[src/rtl/motor_pkg.sv]
// Shared definitions for the encoder emulator: parameter defaults, FSM state type,
// and the position-to-quadrature mapping.
package motor_pkg;

  localparam int COUNTS_PER_REV_DEFAULT = 8192;
  localparam int MIN_PERIOD_DEFAULT     = 4;
  localparam int PERIOD_W               = 16;
  localparam int MAG_W                  = PERIOD_W + 1;

  typedef enum logic {
    IDLE = 1'b0,
    RUN  = 1'b1
  } emu_state_t;

  // Returns {A, B}. Walking the position upward gives 00,10,11,01, so A leads B.
  function automatic logic [1:0] quad_map(input logic [1:0] p);
    return {p[1] ^ p[0], p[1]};
  endfunction

endpackage

[src/rtl/quadrature_encoder_emulator_if.sv]
// Command and encoder-output bundle of the quadrature encoder emulator.
interface quadrature_encoder_emulator_if #(
  parameter int POS_W = 13
);
  logic                    enable;
  logic signed [15:0]      tick_period;
  logic                    load;
  logic        [POS_W-1:0] load_position;
  logic                    encoder_a;
  logic                    encoder_b;
  logic                    index;
  logic        [POS_W-1:0] position;
  logic                    tick;

  modport master (
    output enable, tick_period, load, load_position,
    input  encoder_a, encoder_b, index, position, tick
  );

  modport slave (
    input  enable, tick_period, load, load_position,
    output encoder_a, encoder_b, index, position, tick
  );
endinterface

[src/rtl/quadrature_step_timer.sv]
// Step timer: latches and clamps the period magnitude and direction, counts clocks,
// and flags the cycle on which the next count step is due.
module quadrature_step_timer
  import motor_pkg::*;
#(
  parameter int MIN_PERIOD = MIN_PERIOD_DEFAULT
) (
  input  logic                       clk,
  input  logic                       reset,
  input  logic signed [PERIOD_W-1:0] tick_period,
  input  logic                       latch,
  input  logic                       run,
  input  logic                       clear,
  output logic                       step,
  output logic                       dir_reverse
);

  localparam logic [MAG_W-1:0] MIN_MAG = MAG_W'(MIN_PERIOD);

  logic [MAG_W-1:0] period_ext;
  logic [MAG_W-1:0] mag_raw;
  logic [MAG_W-1:0] mag_clamped;
  logic [MAG_W-1:0] mag_reg;
  logic [MAG_W-1:0] cnt_reg;
  logic             dir_reg;

  // One extra bit so that -32768 has a representable magnitude.
  assign period_ext  = {tick_period[PERIOD_W-1], tick_period};
  assign mag_raw     = period_ext[MAG_W-1] ? (~period_ext + 1'b1) : period_ext;
  assign mag_clamped = (mag_raw < MIN_MAG) ? MIN_MAG : mag_raw;

  always_ff @(posedge clk or negedge reset) begin
    if (!reset) begin
      mag_reg <= MIN_MAG;
      dir_reg <= 1'b0;
      cnt_reg <= '0;
    end else begin
      if (latch) begin
        mag_reg <= mag_clamped;
        dir_reg <= tick_period[PERIOD_W-1];
      end
      if (latch || clear || !run) begin
        cnt_reg <= '0;
      end else begin
        cnt_reg <= cnt_reg + 1'b1;
      end
    end
  end

  assign step        = (cnt_reg == mag_reg - 1'b1);
  assign dir_reverse = dir_reg;

endmodule

[src/rtl/quadrature_encoder_emulator.sv]
// Quadrature encoder emulator: steps a position at a commanded signed period and
// drives registered A/B/index/tick. Index compare is built only with ENCODER_EMU_INDEX_EN.
module quadrature_encoder_emulator
  import motor_pkg::*;
#(
  parameter int COUNTS_PER_REV = COUNTS_PER_REV_DEFAULT,
  parameter int MIN_PERIOD     = MIN_PERIOD_DEFAULT
) (
  input  logic                          clk,
  input  logic                          reset,
  quadrature_encoder_emulator_if.slave  bus
);

  localparam int               POS_W    = $clog2(COUNTS_PER_REV);
  localparam int               POS_W1   = POS_W + 1;
  localparam logic [POS_W-1:0] LAST_POS = POS_W'(COUNTS_PER_REV - 1);
  localparam logic [POS_W:0]   CPR_EXT  = POS_W1'(COUNTS_PER_REV);

  emu_state_t       state_reg, state_next;
  logic [POS_W-1:0] pos_reg, pos_next, pos_inc, pos_dec;
  logic             a_reg, b_reg, tick_reg;
  logic             step_due, dir_reverse;
  logic             step_fire, timer_latch, timer_run;
  logic             load_ok, go;

  quadrature_step_timer #(
    .MIN_PERIOD (MIN_PERIOD)
  ) u_timer (
    .clk         (clk),
    .reset       (reset),
    .tick_period (bus.tick_period),
    .latch       (timer_latch),
    .run         (timer_run),
    .clear       (load_ok),
    .step        (step_due),
    .dir_reverse (dir_reverse)
  );

  assign pos_inc = (pos_reg == LAST_POS) ? '0 : pos_reg + 1'b1;
  assign pos_dec = (pos_reg == '0) ? LAST_POS : pos_reg - 1'b1;

  always_ff @(posedge clk or negedge reset) begin
    if (!reset) begin
      state_reg <= IDLE;
    end else begin
      state_reg <= state_next;
    end
  end

  always_comb begin
    state_next  = state_reg;
    pos_next    = pos_reg;
    step_fire   = 1'b0;
    timer_latch = 1'b0;
    timer_run   = 1'b0;
    load_ok     = bus.load && ({1'b0, bus.load_position} < CPR_EXT);
    go          = bus.enable && (bus.tick_period != '0);
    case (state_reg)
      IDLE: begin
        if (go) begin
          state_next  = RUN;
          timer_latch = 1'b1;
        end
      end
      RUN: begin
        // Dropping enable abandons the partial interval without stepping.
        if (!bus.enable) begin
          state_next = IDLE;
        end else begin
          timer_run = 1'b1;
          if (step_due && !load_ok) begin
            step_fire = 1'b1;
            pos_next  = dir_reverse ? pos_dec : pos_inc;
            if (go) begin
              timer_latch = 1'b1;
            end else begin
              state_next = IDLE;
            end
          end
        end
      end
      default: state_next = IDLE;
    endcase
    if (load_ok) begin
      pos_next = bus.load_position;
    end
  end

  always_ff @(posedge clk or negedge reset) begin
    if (!reset) begin
      pos_reg  <= '0;
      a_reg    <= 1'b0;
      b_reg    <= 1'b0;
      tick_reg <= 1'b0;
    end else begin
      pos_reg        <= pos_next;
      {a_reg, b_reg} <= quad_map(pos_next[1:0]);
      tick_reg       <= step_fire;
    end
  end

`ifdef ENCODER_EMU_INDEX_EN
  logic index_reg;

  always_ff @(posedge clk or negedge reset) begin
    if (!reset) begin
      index_reg <= 1'b1;
    end else begin
      index_reg <= (pos_next == '0);
    end
  end

  assign bus.index = index_reg;
`else
  assign bus.index = 1'b0;
`endif

  assign bus.encoder_a = a_reg;
  assign bus.encoder_b = b_reg;
  assign bus.position  = pos_reg;
  assign bus.tick      = tick_reg;

endmodule

[src/flat_wrapper.sv]
// flat-port wrapper written by rule: the top's interface ports become plain ports
module quadrature_encoder_emulator_flat import motor_pkg::*;
#(
  parameter int COUNTS_PER_REV = COUNTS_PER_REV_DEFAULT,
  parameter int MIN_PERIOD     = MIN_PERIOD_DEFAULT
)
  (clk, reset, bus_enable, bus_tick_period, bus_load, bus_load_position, bus_encoder_a, bus_encoder_b, bus_index, bus_position, bus_tick);
  quadrature_encoder_emulator_if #(.POS_W(13)) bus_i ();
  input  logic clk;
  input  logic reset;
  input wire logic [$bits(bus_i.enable)-1:0] bus_enable;
  input wire logic [$bits(bus_i.tick_period)-1:0] bus_tick_period;
  input wire logic [$bits(bus_i.load)-1:0] bus_load;
  input wire logic [$bits(bus_i.load_position)-1:0] bus_load_position;
  output wire logic [$bits(bus_i.encoder_a)-1:0] bus_encoder_a;
  output wire logic [$bits(bus_i.encoder_b)-1:0] bus_encoder_b;
  output wire logic [$bits(bus_i.index)-1:0] bus_index;
  output wire logic [$bits(bus_i.position)-1:0] bus_position;
  output wire logic [$bits(bus_i.tick)-1:0] bus_tick;
  assign bus_i.enable = bus_enable;
  assign bus_i.tick_period = bus_tick_period;
  assign bus_i.load = bus_load;
  assign bus_i.load_position = bus_load_position;
  assign bus_encoder_a = bus_i.encoder_a;
  assign bus_encoder_b = bus_i.encoder_b;
  assign bus_index = bus_i.index;
  assign bus_position = bus_i.position;
  assign bus_tick = bus_i.tick;
  quadrature_encoder_emulator #(.COUNTS_PER_REV(COUNTS_PER_REV), .MIN_PERIOD(MIN_PERIOD)) u_core (.clk(clk), .reset(reset), .bus(bus_i));
endmodule
[config.mk]
export PLATFORM = sky130hd
export DESIGN_NAME = quadrature_encoder_emulator_flat
export DESIGN_NICKNAME = d
export VERILOG_FILES = /design/src/rtl/motor_pkg.sv /design/src/rtl/quadrature_encoder_emulator_if.sv /design/src/rtl/quadrature_step_timer.sv /design/src/rtl/quadrature_encoder_emulator.sv /design/src/flat_wrapper.sv
export SDC_FILE = /design/constraint.sdc
export NUM_CORES = 1
export LEC_CHECK = 0
export ABC_AREA = 1
export BUFFER_PORTS_ARGS = -buffer_cell sky130_fd_sc_hd__buf_2
export CAP_MARGIN = 10
export CORE_MARGIN = 1.5
export CORE_UTILIZATION = 60
export CTS_CLUSTER_SIZE = 14
export DETAILED_ROUTE_END_ITERATION = 12
export PLACE_DENSITY_LB_ADDON = 0.2
export SETUP_SLACK_MARGIN = 0.4
export SLEW_MARGIN = 25
export SYNTH_ARGS = -nofsm -noshare
export SYNTH_HDL_FRONTEND = slang
export SYNTH_SLANG_ARGS = --single-unit
export TNS_END_PERCENT = 50
[constraint.sdc]
create_clock -name clk -period 2.45 [get_ports clk]
set_input_delay 0.6125 -clock clk [delete_from_list [all_inputs] [get_ports clk]]
set_output_delay 0.6125 -clock clk [all_outputs]
set_load 0.05 [all_outputs]
# Word level (Yosys, flattened, before mapping)

Index checks and enable logic that the tools add are counted.

Flip-flop bits (word level): 52
Input bits: 33
Output and inout port bits: 17
Word-level logic and storage cells: 54

Add/sub/neg operators: 5
Order comparisons: 1
Equal/unequal tests: 2
Multiplexer cells: 22
Bitwise operators: 3
Reductions and logical operators: 12

Operator list:

| kind                                                                           | count |
|---|---|
| 13-bit two-way mux                                                             | 7 |
| 17-bit two-way mux                                                             | 3 |
| 17-bit by 1-bit adder with 17-bit output (second input constant)               | 2 |
| 17-bit == test                                                                 | 1 |
| 17-bit by 3-bit less-than comparator with 1-bit output (second input constant) | 1 |
| 17-bit NOT                                                                     | 1 |
| 17-bit by 1-bit subtractor with 17-bit output (second input constant)          | 1 |
| 16-bit nonzero test                                                            | 1 |
| 13-bit by 1-bit adder with 13-bit output (second input constant)               | 1 |
| 13-bit == test (second input constant)                                         | 1 |
| 13-bit logical NOT                                                             | 1 |
| 13-bit by 1-bit subtractor with 13-bit output (second input constant)          | 1 |
| 1-bit two-way mux                                                              | 10 |
| 2-bit nonzero test                                                             | 3 |
| 1-bit one-hot mux with 2 select lines                                          | 2 |
| 3-bit AND reduction                                                            | 1 |
| 1-bit logical AND                                                              | 2 |
| 1-bit logical NOT                                                              | 2 |
| 1-bit logical OR                                                               | 2 |
| 1-bit NOT                                                                      | 1 |
| 1-bit bitwise XOR                                                              | 1 |

# Logic depth before layout (Yosys ltp)

Word-level depth: 9
Mapped depth: 17
Mapped depth without buffers: 17

# By module

Synthesis repeated with hierarchy kept, for this count alone.

Cell total of the unflattened synthesis: 650
Area, all modules: 4249.1 µm²

Modules (own cells, without submodules):

| module                      | times used | cells each | area each (µm²) | seq. area each (µm²) |
|---|---|---|---|---|
| quadrature_step_timer       | 1          | 401        | 2688.8          | 877.1 |
| quadrature_encoder_emulator | 1          | 249        | 1560.2          | 400.4 |

# Worst setup path before layout

No wires, ideal clock.

Kind: register to register
Start: register u_core.u_timer.mag_reg[0]
End: register u_core.u_timer.cnt_reg[6]
Library setup time: 0.122 ns
Arrival: 2.112 ns
Data required time: 2.328 ns
Setup slack: 0.215 ns
Stages on the path, launching flop included: 17
Buffers on the path: 1
Period minus slack after synthesis: 2.235 ns
Cells stage by stage: dfrtp_1 inv_1 ha_1 nand3_2 nor2_8 nand2_1 nand2_1 nand2_1 nor2_2 nand2_1 nor2_2 nand3_2 o21ai_4 nand2_4 nand2_4 buf_12 nor2_2

Longest elaborated chain between the ends: 9

RTL lines:

| item                                          | line                              | text |
|---|---|---|
| from (decl)                                   | quadrature_step_timer.sv:23       | `logic [MAG_W-1:0] mag_reg;` |
| from (signal assigned)                        | quadrature_step_timer.sv:39       | `mag_reg <= mag_clamped;` |
| 17-bit by 1-bit subtractor with 17-bit output | quadrature_step_timer.sv:50       | `assign step = (cnt_reg == mag_reg - 1'b1);` |
| 17-bit == test                                | quadrature_step_timer.sv:50       |  |
| 1-bit logical AND                             | quadrature_encoder_emulator.sv:71 | `if (step_due && !load_ok) begin` |
| 1-bit two-way mux                             | quadrature_encoder_emulator.sv:71 |  |
| 1-bit two-way mux                             | quadrature_encoder_emulator.sv:67 | `if (!bus.enable) begin` |
| 1-bit one-hot mux with 2 select lines         | quadrature_encoder_emulator.sv:58 | `case (state_reg)` |
| 1-bit logical OR (2 in a row)                 | quadrature_step_timer.sv:42       | `if (latch \|\| clear \|\| !run) begin` |
| 17-bit two-way mux                            | quadrature_step_timer.sv:42       |  |
| to (signal assigned)                          | quadrature_step_timer.sv:45       | `cnt_reg <= cnt_reg + 1'b1;` |
| to (decl)                                     | quadrature_step_timer.sv:24       | `logic [MAG_W-1:0] cnt_reg;` |

Every way passes these cells.
A chain may end at the register's enable or synchronous reset.

# Worst setup path after layout

Start: register u_core.u_timer.mag_reg[5]
End: register u_core.u_timer.mag_reg[1]

Longest elaborated chain between the ends: 6

RTL lines:

| item                                          | line |
|---|---|
| 17-bit by 1-bit subtractor with 17-bit output | quadrature_step_timer.sv:50 |
| 17-bit == test                                | quadrature_step_timer.sv:50 |
| 1-bit logical AND                             | quadrature_encoder_emulator.sv:71 |
| 1-bit two-way mux                             | quadrature_encoder_emulator.sv:71 |
| 1-bit two-way mux                             | quadrature_encoder_emulator.sv:67 |
| 1-bit one-hot mux with 2 select lines         | quadrature_encoder_emulator.sv:58 |

Every way passes these cells.

==> flow_summary_export.csv <==
group,metric,value,unit
placement,port_buffers,48,
clocking,cts_root_buf,"clkbuf_8",
pwr,p_leak,2.56,nW
timing,fin_crit_sh,99.9,%
setup_path,cp_max_fo,7,
floorplan,die_h,87.5,um
pwr,sequentialPowerShare,39.0,%
clocking,cts.path.max_buffers,2,
floorplan,core_area,6830,um^2
cells_and_area,fillCellCount,547,
setup_path,cp-start-kind,"flop",
setup_path,critPathMaxStageDelay,0.48,ns
pwr,p_comb_share,40.8,%
clocking,holdBufCountCts,0,
setup_path,cp.required,2.66,ns
grt,grt_pass1_vias,4172,
detailed_routing,post_drt_wl_per_cell,14.5,um
clocking,cts_sinks,51,
synthesis,yosys.area.top_type,"dfrtp_1",
synthesis,synth-seq-cells,51,
synthesis,synth.distinct_cells,38,
synthesis,yosys_warnings,0,
detailed_routing,postRouteAntennaNets,0,
run_status,status,"finished clean",
setup_path,cp_cell_sequence,"nor2_1 > nand2_2 > nor2_4 > nand2_2 > nand2_1 > nand2_1 > nor2_1 > nand2_1 > nor2_2 > nand3_2 > o21ai_4 > nand2_4 > buf_8 > nand2_1 > o21ai_2",
synthesis,netlist_area,4290,um^2
timing,setup_ws,0.00273,ns
synthesis,synth.area.top_cells,"dfrtp_1 (29%), nand2_1 (17%), nand3_1 (8.9%)",
floorplan,initial_core_util,62.7,%
cells_and_area,area_growth,19.9,%
detailed_routing,via_per_inst,5.64,
grt,grt_usage,31.1,%
pwr,switching_share,41.9,%
floorplan,fp.dieW,87.5,um
setup_path,worst_setup_path_end_kind,"flop",
placement,preCtsSetupSlack,0.0698,ns
clocking,clk_latency,0.31,ns
clocking,clk_pin_slew,0.09,ns
synthesis,synth-main-ff-cell,"dfrtp_1",
pwr,pwr_density_cell,531,nW/um^2
clocking,cts_tree,"done",
setup_path,cp_data_arrival_time,2.66,ns
grt,overflow,0,
cells_and_area,drive_gt1_share,24.0,%
detailed_routing,drt_first_pass_iters,5,
floorplan,ios,50,
detailed_routing,drc_errors,0,
setup_path,slowest_stage,"dfrtp_2",
synthesis,yosys-top-cells-count,"nand2_1 (191), nor2_1 (88), inv_1 (76), nand3_1 (76), dfrtp_1 (50)",
detailed_routing,drt_iter0_drc,283,
synthesis,synth_nets,700,
synthesis,synth-edff-count,0,
timing,hold_viol,0,
setup_path,crit_type,"reg -> reg",
timing,finalSetupViolCount,0,
floorplan,dieArea,7660,um^2
synthesis,synthCells,662,
setup_path,regToRegSetupSlack,0.003,ns
placement,hpwl,8530,um
synthesis,synth-seq-area-share,29.8,%
synthesis,yosysMostFrequentCell,"nand2_1",
grt,antenna_found_initial,0,
grt,grt_start_max_net_pins,31,
pwr,clock_power_share,20.2,%
floorplan,fp-row-count,30,
synthesis,yosysTopAreaCellShare,29.2,%
timing,max_freq,409,MHz
cells_and_area,stdcell_area,5140,um^2
cells_and_area,fin_util,75.2,%
cells_and_area,fin_nets,766,
pwr,ir_worst_vdd,333,uV
timing,worst_pin_slew,0.541,ns
job,maxCapViolations,0,
worst_hold_path,hp-class,"in -> async",
cells_and_area,n_antenna_cell,0,
synthesis,avgSynthCellArea,6.47,um^2
pwr,total_power,2.73,mW
detailed_routing,via_count,4649,
timing,relSlewSlack,63.9,%
pwr,switchingPower,1.14,mW
grt,grt_pass1_wl,19000,um
setup_path,crit_path_frequent_cell,"nand2_1",
timing,period_minus_slack,2.45,ns
detailed_routing,drt-total-wl,12000,um
synthesis,async_flop_share,100,%
clocking,cts_buffers,5,
timing,slew_violations,0,
clocking,cts_max_level,2,
pwr,power.internal,1.59,mW
timing,fin_skew,0.00963,ns
placement,gp_congestion,0.932,
timing,rsz0062_at_grt,"yes",
placement,place_area,4710,um^2
## per-stage QoR
stage               hold WS (ns)  instances  TNS, ns
global placement           0.488        803        0
finish                     0.274        825        0
detailed placement         0.505        803        0
global route               0.296        825    -4.67
floorplan                  0.317        662        0
CTS                        0.290        815        0
## metal layers
layer | share of wire, % | GRT usage [%] | up-vias | routed length, um
met4 | 3.1 | 10.5 | 0 | 371
met2 | 48 | 51.9 | 188 | 5760
met5 | 0 | 0 | - | 0
li1 | - | - | 2234 | -
met1 | 43 | 42.1 | 2187 | 5170
met3 | 5.6 | 3.32 | 40 | 671
## cells by family after synthesis
group	share of synthesized area, %
other	0.0875
buffers and inverters	9.49
adders and majority gates	1.46
xor gates and xnor gates	8.79
DFF	29.8
AOI/OAI and AO/OA	6.83
and+or+nand+nor	43.5
## cell type report
cell class | instances | area, um^2 | area share [%]
inverters | 77 | 289 | 5.62
well taps | 96 | 120 | 2.34
repair buffers | 78 | 526 | 10.2
multi-input cells | 515 | 2810 | 54.8
clock buffers | 8 | 100 | 1.95
flip-flops and latches | 51 | 1290 | 25.1
## placed cells by master (no fill, tap or decap), types with 4 or more instances in the layout
master | netlist | routed
a21oi_1 | 10 | 10
buf_2 | 0 | 48
buf_4 | 3 | 22
buf_6 | 2 | 4
clkbuf_8 | 0 | 7
dfrtp_1 | 50 | 40
dfrtp_2 | 0 | 10
ha_1 | 5 | 4
inv_1 | 76 | 72
inv_2 | 1 | 5
nand2_1 | 191 | 167
nand2_2 | 3 | 22
nand2_4 | 2 | 6
nand3_1 | 76 | 71
nand3_2 | 4 | 7
nand3b_1 | 6 | 6
nand4_1 | 14 | 14
nor2_1 | 88 | 82
nor2_2 | 19 | 18
nor2_4 | 1 | 9
nor3_1 | 8 | 7
o211ai_1 | 4 | 4
o21ai_0 | 20 | 20
o21ai_2 | 5 | 5
xnor2_1 | 11 | 11
xor2_1 | 32 | 32
## worst paths after layout
kind	startpoint	endpoint	depth (start not counted)
max in group asynchronous	reset	u_core.u_timer.mag_reg[2]	2
min in group clk	bus_load_position[9]	u_core.bus.position[9]	3
hold reg to reg	u_core.u_timer.cnt_reg[0]	u_core.u_timer.cnt_reg[0]	1
setup / recovery	u_core.u_timer.mag_reg[5]	u_core.u_timer.mag_reg[1]	15
hold / removal	reset	u_core.u_timer.cnt_reg[5]	1
setup reg to reg	u_core.u_timer.mag_reg[5]	u_core.u_timer.mag_reg[1]	15
## what timing repair did
action                                  CTS  global route
resized for setup                         9            52
endpoints found under the setup margin   50            51
gates cloned                              0             2
setup buffers                             4             8
pin swaps                                 9            15
## power groups by stage
stage | registers, mW | clock network, mW | logic, mW
detailed placement | 1.05 | 0 | 0.937
finish | 1.06 | 0.550 | 1.11
global route | 1.07 | 0.592 | 1.23
CTS | 1.03 | 0.552 | 0.964
floorplan | 1.08 | 0 | 0.656
global placement | 1.05 | 0 | 0.916
## worst max-delay path, delay by kind of cell (launching register included)
kind | cells | cell delay, ns
and+or+nand+nor | 12 | 1.48
AOI/OAI and AO/OA | 2 | 0.22
buffers and inverters | 1 | 0.17
DFF | 1 | 0.48
(Power assumes the default switching activity.)
